File: src/rtl/mac_serie.sv
// Serial multiply-accumulate FIR stage: one tap product per clock,
// result clamped to the signed word width expected by the rounding stage.
module mac_serie #(
  parameter int N_TAPS = 4,
  parameter int DW     = 6,
  parameter int OW     = 11,
  parameter int AW     = 14,
  localparam int IW    = $clog2(N_TAPS)
) (
  input  logic                 clk,
  input  logic                 reset,
  input  logic                 start,
  input  logic signed [DW-1:0] x_in,
  input  logic                 coef_we,
  input  logic [IW-1:0]        coef_addr,
  input  logic signed [DW-1:0] coef_data,
  output logic signed [OW-1:0] y_out,
  output logic                 valid,
  output logic                 busy
);

  typedef enum logic [1:0] {
    IDLE,
    MAC,
    DONE
  } state_e;

  localparam logic signed [AW-1:0] YMAX =
    AW'(2 ** (OW - 1) - 1);
  localparam logic signed [AW-1:0] YMIN =
    AW'(-(2 ** (OW - 1)));

  state_e state_q, state_d;

  logic signed [DW-1:0] x_q [N_TAPS];
  logic signed [DW-1:0] x_d [N_TAPS];
  logic signed [DW-1:0] c_q [N_TAPS];
  logic signed [DW-1:0] c_d [N_TAPS];

  logic signed [AW-1:0] acc_q, acc_d;
  logic [IW-1:0]        idx_q, idx_d;
  logic signed [OW-1:0] y_q, y_d;
  logic                 valid_q, valid_d;
  logic                 busy_q, busy_d;

  logic signed [2*DW-1:0] prod;
  logic signed [AW-1:0]   prod_ext;
  logic                   last;

  assign prod     = x_q[idx_q] * c_q[idx_q];
  assign prod_ext = {{(AW-2*DW){prod[2*DW-1]}}, prod};
  assign last     = (idx_q == IW'(N_TAPS - 1));

  always_ff @(posedge clk) begin
    if (reset) begin
      state_q <= IDLE;
    end else begin
      state_q <= state_d;
    end
  end

  always_comb begin
    state_d = state_q;
    unique case (state_q)
      IDLE:    if (start) state_d = MAC;
      MAC:     if (last) state_d = DONE;
      DONE:    state_d = IDLE;
      default: state_d = IDLE;
    endcase
  end

  always_comb begin
    x_d     = x_q;
    c_d     = c_q;
    acc_d   = acc_q;
    idx_d   = idx_q;
    y_d     = y_q;
    valid_d = 1'b0;
    busy_d  = busy_q;
    unique case (state_q)
      IDLE: begin
        // write and start in the same cycle: the new
        // coefficient is already in place for this sum
        if (coef_we) c_d[coef_addr] = coef_data;
        if (start) begin
          x_d[0] = x_in;
          for (int i = 1; i < N_TAPS; i++)
            x_d[i] = x_q[i-1];
          acc_d  = '0;
          idx_d  = '0;
          busy_d = 1'b1;
        end
      end
      MAC: begin
        acc_d = acc_q + prod_ext;
        idx_d = idx_q + IW'(1);
      end
      DONE: begin
        if (acc_q > YMAX)
          y_d = YMAX[OW-1:0];
        else if (acc_q < YMIN)
          y_d = YMIN[OW-1:0];
        else
          y_d = acc_q[OW-1:0];
        valid_d = 1'b1;
        busy_d  = 1'b0;
      end
      default: ;
    endcase
  end

  always_ff @(posedge clk) begin
    if (reset) begin
      for (int i = 0; i < N_TAPS; i++) begin
        x_q[i] <= '0;
        c_q[i] <= '0;
      end
      acc_q   <= '0;
      idx_q   <= '0;
      y_q     <= '0;
      valid_q <= 1'b0;
      busy_q  <= 1'b0;
    end else begin
      x_q     <= x_d;
      c_q     <= c_d;
      acc_q   <= acc_d;
      idx_q   <= idx_d;
      y_q     <= y_d;
      valid_q <= valid_d;
      busy_q  <= busy_d;
    end
  end

  assign y_out = y_q;
  assign valid = valid_q;
  assign busy  = busy_q;

endmodule

File: config.mk
export PLATFORM = sky130hd
export DESIGN_NAME = mac_serie
export DESIGN_NICKNAME = d
export VERILOG_FILES = /design/src/rtl/mac_serie.sv
export SDC_FILE = /design/constraint.sdc
export NUM_CORES = 1
export LEC_CHECK = 0
export CORE_ASPECT_RATIO = 0.9
export CORE_UTILIZATION = 55
export CTS_CLUSTER_SIZE = 30
export DETAILED_ROUTE_END_ITERATION = 10
export PLACE_DENSITY = 0.73
export SYNTH_ARGS = -nofsm -noshare
export SYNTH_HDL_FRONTEND = slang
export SYNTH_SLANG_ARGS = --single-unit
File: constraint.sdc
create_clock -name clk -period 10.51 [get_ports clk]
set_input_delay 2.102 -clock clk [delete_from_list [all_inputs] [get_ports clk]]
set_output_delay 2.102 -clock clk [all_outputs]
set_load 0.01 [all_outputs]
==> run summary <==
Outcome -> completed
First-pass GRT wire length -> 17900 um
Clock-pin slew on the worst setup and hold paths -> 90 ps
Root buf cell -> clkbuf_8
Worst EP required -> 10750 ps
Final hold vios -> 0
Final Routed Wirelength -> 10600 um
DP Area -> 5550 um^2
GP Congestion -> 0.846
Hold WS -> 453 ps
Setup TNS -> 0 ps
RSZ-0062 raised after global routing -> no
Static leakage -> 2.56 nW
Final Cell Area -> 5790 um^2
Peak supply drop -> 0.106 mV
Hold Crit Start -> y_out[6]
Total gr overflow -> 0
Final HPWL DP -> 7960 um
TritonCTS clock tree -> done
Pin count of the biggest net entering global routing -> 77
Cts hold-fix bufs -> 0
Distinct cells, synth -> 44
Std-Cell Rows -> 33
Start of the worst register-to-register path -> idx_q[0]
Mapped Area -> 5180 um^2
Crit Reg-Reg Endpoint -> acc_q[13]
Ys async rst share -> 0
Ant diodes -> 0
Cell count after synthesis -> 578
WL per Instance -> 14.6 um
Power density cells -> 116 nW/um^2
Min Tclk post-route -> 5730 ps
Post-CTS Setup Bufs -> 0
TritonCTS Buffers -> 9
Period utilization -> 0.546
Via count -> 3914
Setup Crit Path Kind -> reg -> reg
NumNets Final -> 690
DR DRC count -> 0
Initial antenna violation count -> 0
CP arrival -> 5970 ps
CP max FO -> 15
Max cap viols -> 0
Slowest cell on crit path -> dfxtp_1
Clock latency on the worst-skew pair -> 360 ps
Max Fclk -> 174 MHz
Worst-Margin Slew -> 1060 ps
Setup WS post-layout -> 4780 ps
Final setup viols -> 0
Sink of the worst hold path -> y_out[6]
Register area share after synthesis -> 0.305
Chip Width -> 104 um
CTS HTree Levels -> 3
CP Launch Type -> register
CP top delay family -> adder cells
Layout cells sized above 1 -> 0.0630
Port Buffers -> 30
Yosys reg bits -> 79
Number of synthesized flops with an enable pin -> 0
Reg2reg path depth -> 16
Post-cts sizing count -> 0
Min-delay worst type -> reg -> reg
Worst Setup End Kind -> register
Slew Limit Fails -> 0
Vias in the first global route -> 3807
Setup slack, reg-to-reg -> 4780 ps
Initial detailed-routing violation count -> 195
Ports -> 31
Worst path cell trace -> mux4_2, and2_1, fa_1, inv_1, fa_1, inv_1, fa_1, inv_1, fa_1, inv_1, ha_1, a21oi_1, nor2_1, a211oi_1, nor3_1, or3b_1
Pre-CTS WS -> 4760 ps
Non-filler cells, final -> 725
Slew HR -> 0.292
Die H -> 94.1 um
Gr usage total -> 0.234
Via density -> 5.40
Worst Clk Skew -> 9.68 ps
Net Count, Synth -> 669
Syn Area/Cell -> 8.97 um^2
Max clock buf depth -> 2
Detailed Routing Iterations Pass 1 -> 6
Main synth FF type -> dfxtp_1
Antenna-violating nets left -> 0
Clk sink count -> 79
Dpl cells -> 710
CP bufs+invs -> 4
Initial Utilization -> 0.568
Layout area overhead -> 11.8%
Die area -> 9820 um^2
CORE AREA -> 9130 um^2
Worst hold path depth -> 2
CP peak stage delay -> 890 ps
Ys Warns -> 0
==> Yosys cell counts, types with 2 or more instances <==
cell type | instances | area share
buf_2 | 6 | 0.0058
o2111ai_1 | 2 | 0.0034
dfxtp_1 | 79 | 0.31
inv_1 | 84 | 0.061
a21o_1 | 3 | 0.0043
a32o_1 | 2 | 0.0039
mux4_2 | 12 | 0.052
o21bai_1 | 2 | 0.0029
ha_1 | 34 | 0.082
nand2b_1 | 5 | 0.0060
and2_1 | 17 | 0.021
nor2_1 | 45 | 0.033
o41ai_1 | 2 | 0.0034
a21oi_1 | 49 | 0.047
a211oi_1 | 3 | 0.0043
xor2_1 | 4 | 0.0068
mux2i_1 | 27 | 0.052
o21ai_0 | 15 | 0.014
nand2_1 | 85 | 0.062
nor3b_4 | 2 | 0.0072
a31oi_1 | 4 | 0.0048
clkbuf_1 | 15 | 0.011
xnor2_1 | 6 | 0.010
fa_1 | 39 | 0.15
nand3_1 | 11 | 0.011
nor3_1 | 5 | 0.0048
o21a_1 | 3 | 0.0043
==> worst register-to-register path, cell delays in order (launching register included) <==
cell and delay, ps:
dfxtp_1 890, mux4_2 670, and2_1 210, fa_1 580
inv_1 150, fa_1 550, inv_1 60, fa_1 520
inv_1 50, fa_1 530, inv_1 40, ha_1 350
a21oi_1 150, nor2_1 60, a211oi_1 370, nor3_1 90
or3b_1 360
==> through the flow <==
stage | power (mW) | util
final | 0.671 | 0.635
after global routing | 0.701 | 0.635
after CTS | 0.678 | 0.635
after detailed placement | 0.403 | 0.609
after global placement | 0.400 | 0.609
after floorplan | 0.379 | -
==> state kept, by name, summed over array words and instances, names as in the netlist <==
name and cells:
c_q 24, valid 1, y_out 11, x_q 24, busy 1, acc_q 14
state_q 2, idx_q 2
==> final cells by class <==
class | instances | area (um^2)
inverter | 84 | 315
clock buffer | 9 | 124
clock inverter | 6 | 116
fill | 765 | 3330
multi-input combinational | 393 | 3190
sequential | 79 | 1580
timing repair buffer | 32 | 310
tap | 122 | 153
==> report_power, final <==
part,internal (mW),switching [mW],total (mW)
Combinational,0.0330,0.0475,0.0806
Sequential,0.307,0.00826,0.315
Clock,0.159,0.117,0.275
==> kinds of logic (layout without fill, tap and decap cells) <==
logic type / after synthesis / after routing / share of synthesized area
and+or+nand+nor: 181 / 181 / 0.161
buffers and inverters: 106 / 131 / 0.0789
DFF: 79 / 79 / 0.305
muxes: 39 / 39 / 0.104
xor gates and xnor gates: 10 / 10 / 0.0169
adders and majority gates: 73 / 73 / 0.233
AOI/OAI and AO/OA: 90 / 90 / 0.101
==> layer usage <==
layer | GRT usage | wire [um]
met1 | 0.308 | 4640
met3 | 0.0368 | 690
met2 | 0.391 | 5120
met4 | 0.0857 | 170
met5 | 0 | 0
==> worst max-delay path by stage <==
| stage | startpoint | endpoint | cells after the start |
|---|---|---|---|
| after floorplan | idx_q[0] | acc_q[13] | 17 |
| after global placement | idx_q[0] | acc_q[13] | 16 |
| after detailed placement | idx_q[0] | acc_q[13] | 17 |
| after CTS | idx_q[0] | acc_q[13] | 17 |
| after global routing | idx_q[0] | acc_q[13] | 17 |
| final | idx_q[0] | acc_q[13] | 16 |
==> placed cells by master, fill, tap and decap left out, types with 3 or more instances in the layout <==
| cell | Yosys | final |
|---|---|---|
| a211oi_1 | 3 | 3 |
| a21o_1 | 3 | 3 |
| a21oi_1 | 49 | 49 |
| a31oi_1 | 4 | 4 |
| and2_1 | 17 | 17 |
| bufinv_16 | 0 | 3 |
| clkbuf_8 | 0 | 9 |
| clkdlybuf4s50_1 | 0 | 29 |
| dfxtp_1 | 79 | 79 |
| fa_1 | 39 | 39 |
| ha_1 | 34 | 34 |
| inv_1 | 84 | 84 |
| mux2i_1 | 27 | 27 |
| mux4_2 | 12 | 12 |
| nand2_1 | 85 | 85 |
| nand2b_1 | 5 | 5 |
| nand3_1 | 11 | 11 |
| nor2_1 | 45 | 45 |
| nor3_1 | 5 | 5 |
| o21a_1 | 3 | 3 |
| o21ai_0 | 15 | 15 |
| xnor2_1 | 6 | 6 |
| xor2_1 | 4 | 4 |
Note: power is estimated with default switching activity, not from simulation.
